$ cat src/rtl/sensor_monitor_if.sv
`default_nettype none
// ============================================================================
// Module      : sensor_monitor_if
// Description : Bundle of the signals between the sensor monitor, the raw
//               sensor bank and the system fault handler.
//                 enable, sensors[3:0], ack, clr_count  : into the monitor
//                 sample_strobe, error_now, alarm,
//                 err_count[CNT_W-1:0], busy           : out of the monitor
//               The master modport is the controlling side (handler/bench);
//               the slave modport is the monitor itself.
// Revision    : 1.0 - initial release
// ============================================================================
interface sensor_monitor_if #(
  parameter int CNT_W = 4
);
  logic             enable;
  logic [3:0]       sensors;
  logic             ack;
  logic             clr_count;
  logic             sample_strobe;
  logic             error_now;
  logic             alarm;
  logic [CNT_W-1:0] err_count;
  logic             busy;

  modport master (
    output enable, sensors, ack, clr_count,
    input  sample_strobe, error_now, alarm, err_count, busy
  );

  modport slave (
    input  enable, sensors, ack, clr_count,
    output sample_strobe, error_now, alarm, err_count, busy
  );
endinterface
`default_nettype wire

$ cat src/rtl/sensor_monitor.sv
`default_nettype none
// ============================================================================
// Module      : sensor_monitor
// Description : Periodic scan controller for the 4-bit sensor bank
//               {W,X,Y,Z} = sensors[3:0]. Samples every SAMPLE_PERIOD enabled
//               cycles, evaluates error = Z | (Y & (W | X)), raises a sticky
//               alarm after ERR_THRESH consecutive erroneous samples and keeps
//               a saturating count of erroneous samples.
// Ports       : clk   - system clock, rising edge
//               n_rst - asynchronous active-low reset
//               bus   - sensor_monitor_if.slave (enable, sensors, ack,
//                       clr_count in; sample_strobe, error_now, alarm,
//                       err_count, busy out). The interface CNT_W must
//                       match this module's CNT_W.
// Revision    : 1.0 - initial release
// ============================================================================
module sensor_monitor #(
  parameter int SAMPLE_PERIOD = 4,
  parameter int ERR_THRESH    = 3,
  parameter int CNT_W         = 4
) (
  input  logic            clk,
  input  logic            n_rst,
  sensor_monitor_if.slave bus
);

  localparam int PS_W = (SAMPLE_PERIOD > 1) ? $clog2(SAMPLE_PERIOD) : 1;
  localparam int ST_W = $clog2(ERR_THRESH + 1);

  localparam logic [PS_W-1:0]  C_PS_LAST = PS_W'(SAMPLE_PERIOD - 1);
  localparam logic [ST_W-1:0]  C_ST_MAX  = ST_W'(ERR_THRESH);
  localparam logic [CNT_W-1:0] C_CNT_MAX = '1;

  typedef enum logic [1:0] {
    IDLE    = 2'd0,
    MONITOR = 2'd1,
    ALARM   = 2'd2
  } state_t;

  state_t           state_q,     state_d;
  logic [PS_W-1:0]  prescale_q,  prescale_d;
  logic [ST_W-1:0]  streak_q,    streak_d;
  logic             error_now_q, error_now_d;
  logic             alarm_q,     alarm_d;
  logic [CNT_W-1:0] err_count_q, err_count_d;
  logic             busy_q,      busy_d;

  logic             w_tick;
  logic             w_err;
  logic [ST_W-1:0]  w_streak_inc;

  assign w_tick = bus.enable && (prescale_q == C_PS_LAST);
  assign w_err  = bus.sensors[0] |
                  (bus.sensors[1] & (bus.sensors[3] | bus.sensors[2]));
  // Streak saturates at the threshold so it cannot wrap while in ALARM.
  assign w_streak_inc = (streak_q == C_ST_MAX) ? C_ST_MAX : streak_q + ST_W'(1);

  always_comb begin
    state_d     = state_q;
    streak_d    = streak_q;
    error_now_d = error_now_q;
    err_count_d = err_count_q;

    // Prescaler is free-running while enabled, parked at 0 otherwise.
    prescale_d = (!bus.enable || w_tick) ? '0 : prescale_q + PS_W'(1);

    if (w_tick) begin
      error_now_d = w_err;
      streak_d    = w_err ? w_streak_inc : '0;
      if (w_err && (err_count_q != C_CNT_MAX)) begin
        err_count_d = err_count_q + CNT_W'(1);
      end
    end

    if (bus.clr_count) begin
      err_count_d = '0;
    end

    unique case (state_q)
      IDLE: begin
        // A tick can already land in this cycle when SAMPLE_PERIOD is 1.
        if (bus.enable) begin
          state_d = (w_tick && (streak_d == C_ST_MAX)) ? ALARM : MONITOR;
        end
      end
      MONITOR: begin
        if (!bus.enable) begin
          state_d  = IDLE;
          streak_d = '0;
        end else if (w_tick && (streak_d == C_ST_MAX)) begin
          state_d = ALARM;
        end
      end
      ALARM: begin
        if (bus.ack) begin
          // Acknowledge restarts the streak, but a sample taken in the same
          // cycle still counts as its first member. With a threshold of 1
          // that single sample is enough to keep the alarm asserted.
          streak_d = (w_tick && w_err) ? ST_W'(1) : '0;
          if (streak_d == C_ST_MAX) begin
            state_d = ALARM;
          end else begin
            state_d = bus.enable ? MONITOR : IDLE;
          end
        end
      end
      default: begin
        state_d  = IDLE;
        streak_d = '0;
      end
    endcase

    alarm_d = (state_d == ALARM);
    busy_d  = (state_d != IDLE);
  end

  always_ff @(posedge clk or negedge n_rst) begin
    if (!n_rst) begin
      state_q     <= IDLE;
      prescale_q  <= '0;
      streak_q    <= '0;
      error_now_q <= 1'b0;
      alarm_q     <= 1'b0;
      err_count_q <= '0;
      busy_q      <= 1'b0;
    end else begin
      state_q     <= state_d;
      prescale_q  <= prescale_d;
      streak_q    <= streak_d;
      error_now_q <= error_now_d;
      alarm_q     <= alarm_d;
      err_count_q <= err_count_d;
      busy_q      <= busy_d;
    end
  end

  assign bus.sample_strobe = w_tick;
  assign bus.error_now     = error_now_q;
  assign bus.alarm         = alarm_q;
  assign bus.err_count     = err_count_q;
  assign bus.busy          = busy_q;

endmodule
`default_nettype wire

$ cat src/flat_wrapper.sv
// flat-port wrapper written by rule: the top's interface ports become plain ports
module sensor_monitor_flat 
#(
  parameter int SAMPLE_PERIOD = 4,
  parameter int ERR_THRESH    = 3,
  parameter int CNT_W         = 4
)
  (clk, n_rst, bus_enable, bus_sensors, bus_ack, bus_clr_count, bus_sample_strobe, bus_error_now, bus_alarm, bus_err_count, bus_busy);
  sensor_monitor_if #(.CNT_W(CNT_W)) bus_i ();
  input  logic clk;
  input  logic n_rst;
  input wire logic [$bits(bus_i.enable)-1:0] bus_enable;
  input wire logic [$bits(bus_i.sensors)-1:0] bus_sensors;
  input wire logic [$bits(bus_i.ack)-1:0] bus_ack;
  input wire logic [$bits(bus_i.clr_count)-1:0] bus_clr_count;
  output wire logic [$bits(bus_i.sample_strobe)-1:0] bus_sample_strobe;
  output wire logic [$bits(bus_i.error_now)-1:0] bus_error_now;
  output wire logic [$bits(bus_i.alarm)-1:0] bus_alarm;
  output wire logic [$bits(bus_i.err_count)-1:0] bus_err_count;
  output wire logic [$bits(bus_i.busy)-1:0] bus_busy;
  assign bus_i.enable = bus_enable;
  assign bus_i.sensors = bus_sensors;
  assign bus_i.ack = bus_ack;
  assign bus_i.clr_count = bus_clr_count;
  assign bus_sample_strobe = bus_i.sample_strobe;
  assign bus_error_now = bus_i.error_now;
  assign bus_alarm = bus_i.alarm;
  assign bus_err_count = bus_i.err_count;
  assign bus_busy = bus_i.busy;
  sensor_monitor #(.SAMPLE_PERIOD(SAMPLE_PERIOD), .ERR_THRESH(ERR_THRESH), .CNT_W(CNT_W)) u_core (.clk(clk), .n_rst(n_rst), .bus(bus_i));
endmodule
$ cat config.mk
export PLATFORM = sky130hd
export DESIGN_NAME = sensor_monitor_flat
export DESIGN_NICKNAME = d
export VERILOG_FILES = /design/src/rtl/sensor_monitor_if.sv /design/src/rtl/sensor_monitor.sv /design/src/flat_wrapper.sv
export SDC_FILE = /design/constraint.sdc
export NUM_CORES = 1
export LEC_CHECK = 0
export ABC_AREA = 1
export BUFFER_PORTS_ARGS = -buffer_cell sky130_fd_sc_hd__clkbuf_2
export CAP_MARGIN = 0
export CORE_ASPECT_RATIO = 1.2
export CORE_MARGIN = 2
export CORE_UTILIZATION = 35
export DETAILED_ROUTE_END_ITERATION = 7
export HOLD_SLACK_MARGIN = 0.05
export PLACE_DENSITY = 0.59
export SYNTH_ARGS = -nofsm -noshare
export SYNTH_HDL_FRONTEND = slang
export SYNTH_SLANG_ARGS = --single-unit
$ cat constraint.sdc
create_clock -name clk -period 1.6 [get_ports clk]
set_input_delay 0.08 -clock clk [delete_from_list [all_inputs] [get_ports clk]]
set_output_delay 0.08 -clock clk [all_outputs]
set_load 0.02 [all_outputs]
Word level (Yosys, flattened, before mapping)
Index checks and enable logic that the tools add are counted.
- muxes and demuxes: 19
- bitwise operators: 3
- add/subtract/negate cells: 3
- reduce and logical (&&, ||, !) cells: 11
- equality and inequality tests: 8
- operators with widths (cell ; count):
    2-bit two-way mux ; 12
    2-bit equality test, second input constant ; 6
    4-bit two-way mux ; 3
    2-bit one-hot mux with 3 select lines ; 2
    2-bit nonzero test ; 3
    2-bit by 1-bit adder with 2-bit output, second input constant ; 2
    4-bit by 1-bit adder with 4-bit output, second input constant ; 1
    1-bit logical AND ; 4
    4-bit inequality test, second input constant ; 1
    2-bit by 1-bit equality test with 1-bit output, second input constant ; 1
    2-bit logical NOT ; 1
    1-bit two-way mux ; 2
    1-bit OR ; 2
    2-bit AND reduction ; 1
    1-bit AND ; 1
    1-bit logical NOT ; 1
    1-bit logical OR ; 1
- input port bits: 9
- output and inout port bits: 8
- logic and storage cells: 51
- bits in registers: 13

Longest topological paths before layout
- word-level depth: 11
- mapped depth: 8
- gate-level depth less buffers: 8

Worst setup path before layout
No wires, ideal clock.
- kind: register -> register
- start: register u_core.err_count_q[0], in the netlist u_core.bus.err_count[0]
- end: register u_core.err_count_q[0], in the netlist u_core.bus.err_count[0]
- required time: 1.483 ns
- stages on the path, launching flop included: 9
- setup time: 0.117 ns
- period minus slack after synthesis: 1.243 ns
- data arrival time: 1.126 ns
- setup slack: 0.357 ns
- path buffers: 0
- cell sequence: dfrtp_1 > ha_1 > nand2_1 > inv_1 > nand2_1 > nand3_4 > inv_2 > nand3_1 > nand2_1
- longest elaborated chain between the ends: 4
- elaborated cells on any way between the ends: 8
- ends and longest elaborated chain (item ; RTL line ; source):
    start, declared ; sensor_monitor.sv:45 ; logic [CNT_W-1:0] err_count_q, err_count_d;
    start signal, assigned ; sensor_monitor.sv:132 ; err_count_q <= err_count_d;
    4-bit by 1-bit adder with 4-bit output / 4-bit inequality test (equally long branches) ; sensor_monitor.sv:71, sensor_monitor.sv:70 ;
    4-bit two-way mux / 1-bit logical AND (equally long branches) ; sensor_monitor.sv:70 ; if (w_err && (err_count_q != C_CNT_MAX)) begin
    4-bit two-way mux / 2-bit nonzero test (equally long branches) ; -- ;
    4-bit two-way mux / 2-bit AND reduction (equally long branches) ; -- ;
Several ways; a longest one is shown, not always the timed one. The select of a mux whose other input is x is not followed.
A chain may end at the register's enable or synchronous reset.

Worst setup path after layout
- start: register u_core.prescale_q[0]
- end: output port bus_sample_strobe
- longest elaborated chain between the ends: 2
- ends and longest elaborated chain (item ; RTL line ; source):
    start, declared ; sensor_monitor.sv:41 ; logic [PS_W-1:0] prescale_q, prescale_d;
    start signal, assigned ; sensor_monitor.sv:128 ; prescale_q <= prescale_d;
    2-bit equality test ; sensor_monitor.sv:52 ; assign w_tick = bus.enable && (prescale_q == C_PS_LAST);
    1-bit logical AND ; sensor_monitor.sv:52 ;
    end, declared ; flat_wrapper.sv:16 ; output wire logic [$bits(bus_i.sample_strobe)-1:0] bus_sample_strobe;
No other way between the ends.

==> impl.org <==
** Worst setup path
- Critical path launch point type :: flip-flop
- CP max FO :: 5
- Delay contributed by the slowest stage of the critical path :: roughly 0.4 ns
- STA puts the critical path data arrival time at between 1 and 1.5 ns.
- Start-to-end type of the worst setup path :: reg2out
- WP buf/inv :: 2
- Walking the worst path, the cells encountered are ha_1 > nand2_2 > clkinv_4 > clkbuf_2.
- Req. time, crit path :: 1.52 ns
- Critical path endpoint category :: output pin
- CP top delay family :: flip-flops
- Cell with the largest stage delay on the worst path :: sky130_fd_sc_hd__dfrtp_1

** Clock network
- The longest clock path from root to sink contains 2 buffers.
- Gates resized during post-CTS repair numbered 0.
- In this run the number of H-tree levels came out at 1.
- The tree built by TritonCTS fans out to 13 sinks.
- The tree is rooted in a sky130_fd_sc_hd__clkbuf_4.
- Counting the buffers created by CTS gives 3.
- TritonCTS built the clock tree.
- For the worst-skew pair, the clock arrives at the later sink with an insertion delay of 0.27 ns.
- Clock Pin Slew Worst Setup and Hold Paths :: ~0.080 ns

** Power and ir drop
- Power per unit of standard cell area :: around 800 nW/um2
- Switch Pwr :: 170 uW
- Internal power comes to 479 uW.
- Leakage power total :: about 0.00047 uW
- The share of total power dissipated in the clock network is 0.306.
- The share of total power dissipated in sequential elements is 0.551.
- Share of power burned in combinational logic :: 0.143
- Net Sw Frac :: 0.262
- Peak supply drop :: 0.000450 V

** Final layout
- For this run, the share of the core covered by cells in the final layout is 0.447.
- N_diodes :: 0
- Of the cells placed in the final design, the portion with a size suffix greater than 1 is 0.307.
- At the end of the flow, the number of nets in the layout was about 110.
- Relative to the synthesized area, the layout overhead comes to 22.8%.

** Die
- The die is 51.5 um tall.
- The floorplan has 17 rows.
- The core region is 1810 um2.
- Count of boundary I/O pins :: 17
- The die covers 2240 um2.
- Starting density of the core :: 0.364
- Die width :: roughly 44 um

** Run
- Across the run, the number of max-cap violations was 0.

** Logic synthesis
- Cell area after synthesis :: ~660 um2
- Synthesis produced a netlist with a net count of 90.
- Counting flops and latches in the post-synthesis netlist gives 13.
- Yosys printed 0 warnings.
- Top-area cell type share of the netlist area :: 0.494
- Yosys mapped the design onto 16 distinct sky130hd cell types.
- Synthesized netlist cell count :: 79
- For this run, the register share of the synthesized area comes to 0.494.
- sky130_fd_sc_hd__dfrtp_1 takes more of the synthesized area than any other cell.
- Mean cell area of the mapped netlist :: 8.33 um2
- Synth top area cells :: sky130_fd_sc_hd__dfrtp_1, sky130_fd_sc_hd__nand2_1, sky130_fd_sc_hd__nand3_1

** STA
- Derived from the worst setup path, the maximum achievable clock frequency is ~740 MHz.
- Fin Hold WS :: 0.104 ns
- For the pin with the worst max-slew slack, the measured transition is 0.334 ns.
- On the final layout, the worst clock skew is ~0.0055 ns.
- The worst path needs 1.34 ns of the cycle, external delays included.
- The final number of max-transition violations came to 0.
- Final number of setup-violating endpoints :: 0
- Unrepaired setup endpoints after global routing :: false
- Hold Vio Cnt, Final :: 0
- In the finished design, the share of the clock period the worst path needs comes to 0.840.
- In the final timing run, aggregate negative setup slack is 0 ns.
- In this run the tightest slew margin relative to its limit is 0.777.

** Global route
- Across every metal layer, demand over resource in global routing totals 0.122.
- Largest net degree at the start of global routing :: 14
- The number of global-route vias before repair was 501.
- Antenna violations before repair :: 0
- Wire length of the first global-routing pass :: 2030 um
- The total overflow left after global routing is 0.

** Place
- Hpwl dp :: 904 um
- Number of I/O port buffers :: 16
- At the end of routability-driven placement, the weighted congestion stood at 0.752.

** Drt
- After detailed routing, the average wire length per cell comes to 9.63 um.
- Length of the first detailed-routing pass in iterations :: 4
- For this run, design rule violations remaining after detail routing come to 0.
- The final route contains 548 vias.
- After the first detailed-routing iteration, the DRC count stood at 9.
- Using the TritonRoute via totals, the vias-per-cell ratio works out to 4.57.
- For this block, the routed nets add up to 1160 um of wire.
- The count of nets left with antenna violations once routing finished came out at 0.

** Status
- The flow ran to the end, and the final reports show no timing, DRC or antenna violations.

** Worst hold path
- The min-delay analysis places its worst path in the category in2reg.
[worst register-to-register path, stage by stage (launching register included)]
cell	delay, ns
sky130_fd_sc_hd__dfrtp_1	0.43
sky130_fd_sc_hd__ha_1	0.23
sky130_fd_sc_hd__nand2_1	0.06
sky130_fd_sc_hd__inv_1	0.05
sky130_fd_sc_hd__nand2_1	0.09
sky130_fd_sc_hd__nand3_4	0.11
sky130_fd_sc_hd__inv_2	0.08
sky130_fd_sc_hd__nand3_1	0.06
sky130_fd_sc_hd__nand2_1	0.06
[power groups by stage]
stage / combinational [uW] / sequential, uW / clock (uW)
3_5_place_dp: 90.9 / 364 / 0
5_1_grt: 107 / 360 / 218
6_report: 93.1 / 358 / 199
3_3_place_gp: 89.8 / 364 / 0
2_1_floorplan: 40.1 / 379 / 0
4_1_cts: 95.1 / 358 / 205
[final timing paths]
| kind | cells after the start | startpoint | to | slack, ns |
|---|---|---|---|---|
| worst max register to register | 8 | u_core.bus.err_count[0]$_DFFE_PN0P_ | u_core.bus.err_count[0]$_DFFE_PN0P_ | 0.37 |
| worst max-delay path | 4 | u_core.prescale_q[0]$_DFF_PN0_ | bus_sample_strobe | 0.26 |
| max in group asynchronous | 2 | n_rst | u_core.state_q[0]$_DFF_PN0_ | 1.11 |
| worst min-delay path | 3 | bus_ack | u_core.streak_q[0]$_DFF_PN0_ | 0.10 |
| min in group asynchronous | 2 | n_rst | u_core.bus.error_now$_DFFE_PN0N_ | 0.23 |
| worst min register to register | 1 | u_core.prescale_q[0]$_DFF_PN0_ | u_core.prescale_q[0]$_DFF_PN0_ | 0.44 |
[metrics by stage]
| step | cells | cell area, um2 | setup WS [ns] | total power, uW |
|---|---|---|---|---|
| 6_report | 120 | 808 | 0.257 | 649 |
| 3_5_place_dp | 114 | 762 | 0.383 | 455 |
| 3_3_place_gp | 114 | 762 | 0.389 | 454 |
| 2_1_floorplan | 79 | 658 | 0.357 | 419 |
| 5_1_grt | 120 | 808 | 0.173 | 685 |
| 4_1_cts | 120 | 808 | 0.244 | 658 |
[kinds of logic (layout without fill, tap and decap cells)]
family                   after synthesis  count (layout)  share of synthesized area
AND/OR/NAND/NOR                       44              44                      0.327
buffers and inverters                 14              36                     0.0875
flip-flops                            13              13                      0.494
AO/OA/AOI/OAI                          5               5                     0.0399
adder cells (fa/ha/maj)                2               2                     0.0380
XOR/XNOR                               1               1                     0.0133
[layer usage]
metal / global-route usage / part of all wire / vias up / wire length, um
li1: - / - / 290 / -
met1: 0.159 / 0.47 / 242 / 543
met2: 0.184 / 0.47 / 14 / 538
met3: 0.0208 / 0.054 / 2 / 62
met4: 0.0758 / 0.0095 / 0 / 11
met5: 0 / 0 / - / 0
[synthesized netlist by cell type]
master and n:
sky130_fd_sc_hd__o22ai_1 1, sky130_fd_sc_hd__nand3_1 10, sky130_fd_sc_hd__nand3_4 1, sky130_fd_sc_hd__dfrtp_1 13, sky130_fd_sc_hd__nand2_1 18, sky130_fd_sc_hd__inv_2 3
sky130_fd_sc_hd__nand4_2 1, sky130_fd_sc_hd__ha_1 2, sky130_fd_sc_hd__xor2_1 1, sky130_fd_sc_hd__nand2_2 4, sky130_fd_sc_hd__clkinv_4 1, sky130_fd_sc_hd__o21ai_1 3
sky130_fd_sc_hd__inv_1 10, sky130_fd_sc_hd__a21oi_1 1, sky130_fd_sc_hd__nor2_1 8, sky130_fd_sc_hd__nor2_2 2
[what timing repair did]
item,4_1_cts,5_1_grt
hold buffers,2,0
buffers inserted,0,0
hold endpoints to repair,14,0
[sequential cells by signal, summed over array words and instances, names as in the netlist]
register and flops:
u_core.state_q 2, u_core.prescale_q 2, u_core.bus.alarm 1, u_core.bus.error_now 1
u_core.bus.err_count 4, u_core.streak_q 2, u_core.bus.busy 1
[area by class of cell]
type,instances,area [um2]
fill,186,1000
sequential,13,325
inverter,14,57.6
clock buffer,4,26.3
multi-input combinational,52,275
tap,19,23.8
timing repair buffer,18,100
[placed cells by master, fill, tap and decap left out, types with 3 or more instances in the layout]
cell / Yosys / routed
sky130_fd_sc_hd__nand2_2: 4 / 4
sky130_fd_sc_hd__nand3_1: 10 / 10
sky130_fd_sc_hd__inv_2: 3 / 3
sky130_fd_sc_hd__nor2_1: 8 / 8
sky130_fd_sc_hd__inv_1: 10 / 10
sky130_fd_sc_hd__dfrtp_1: 13 / 13
sky130_fd_sc_hd__o21ai_1: 3 / 3
sky130_fd_sc_hd__clkbuf_2: 0 / 16
sky130_fd_sc_hd__nand2_1: 18 / 18
sky130_fd_sc_hd__clkbuf_4: 0 / 3
Power figures use the tool's default switching activity.
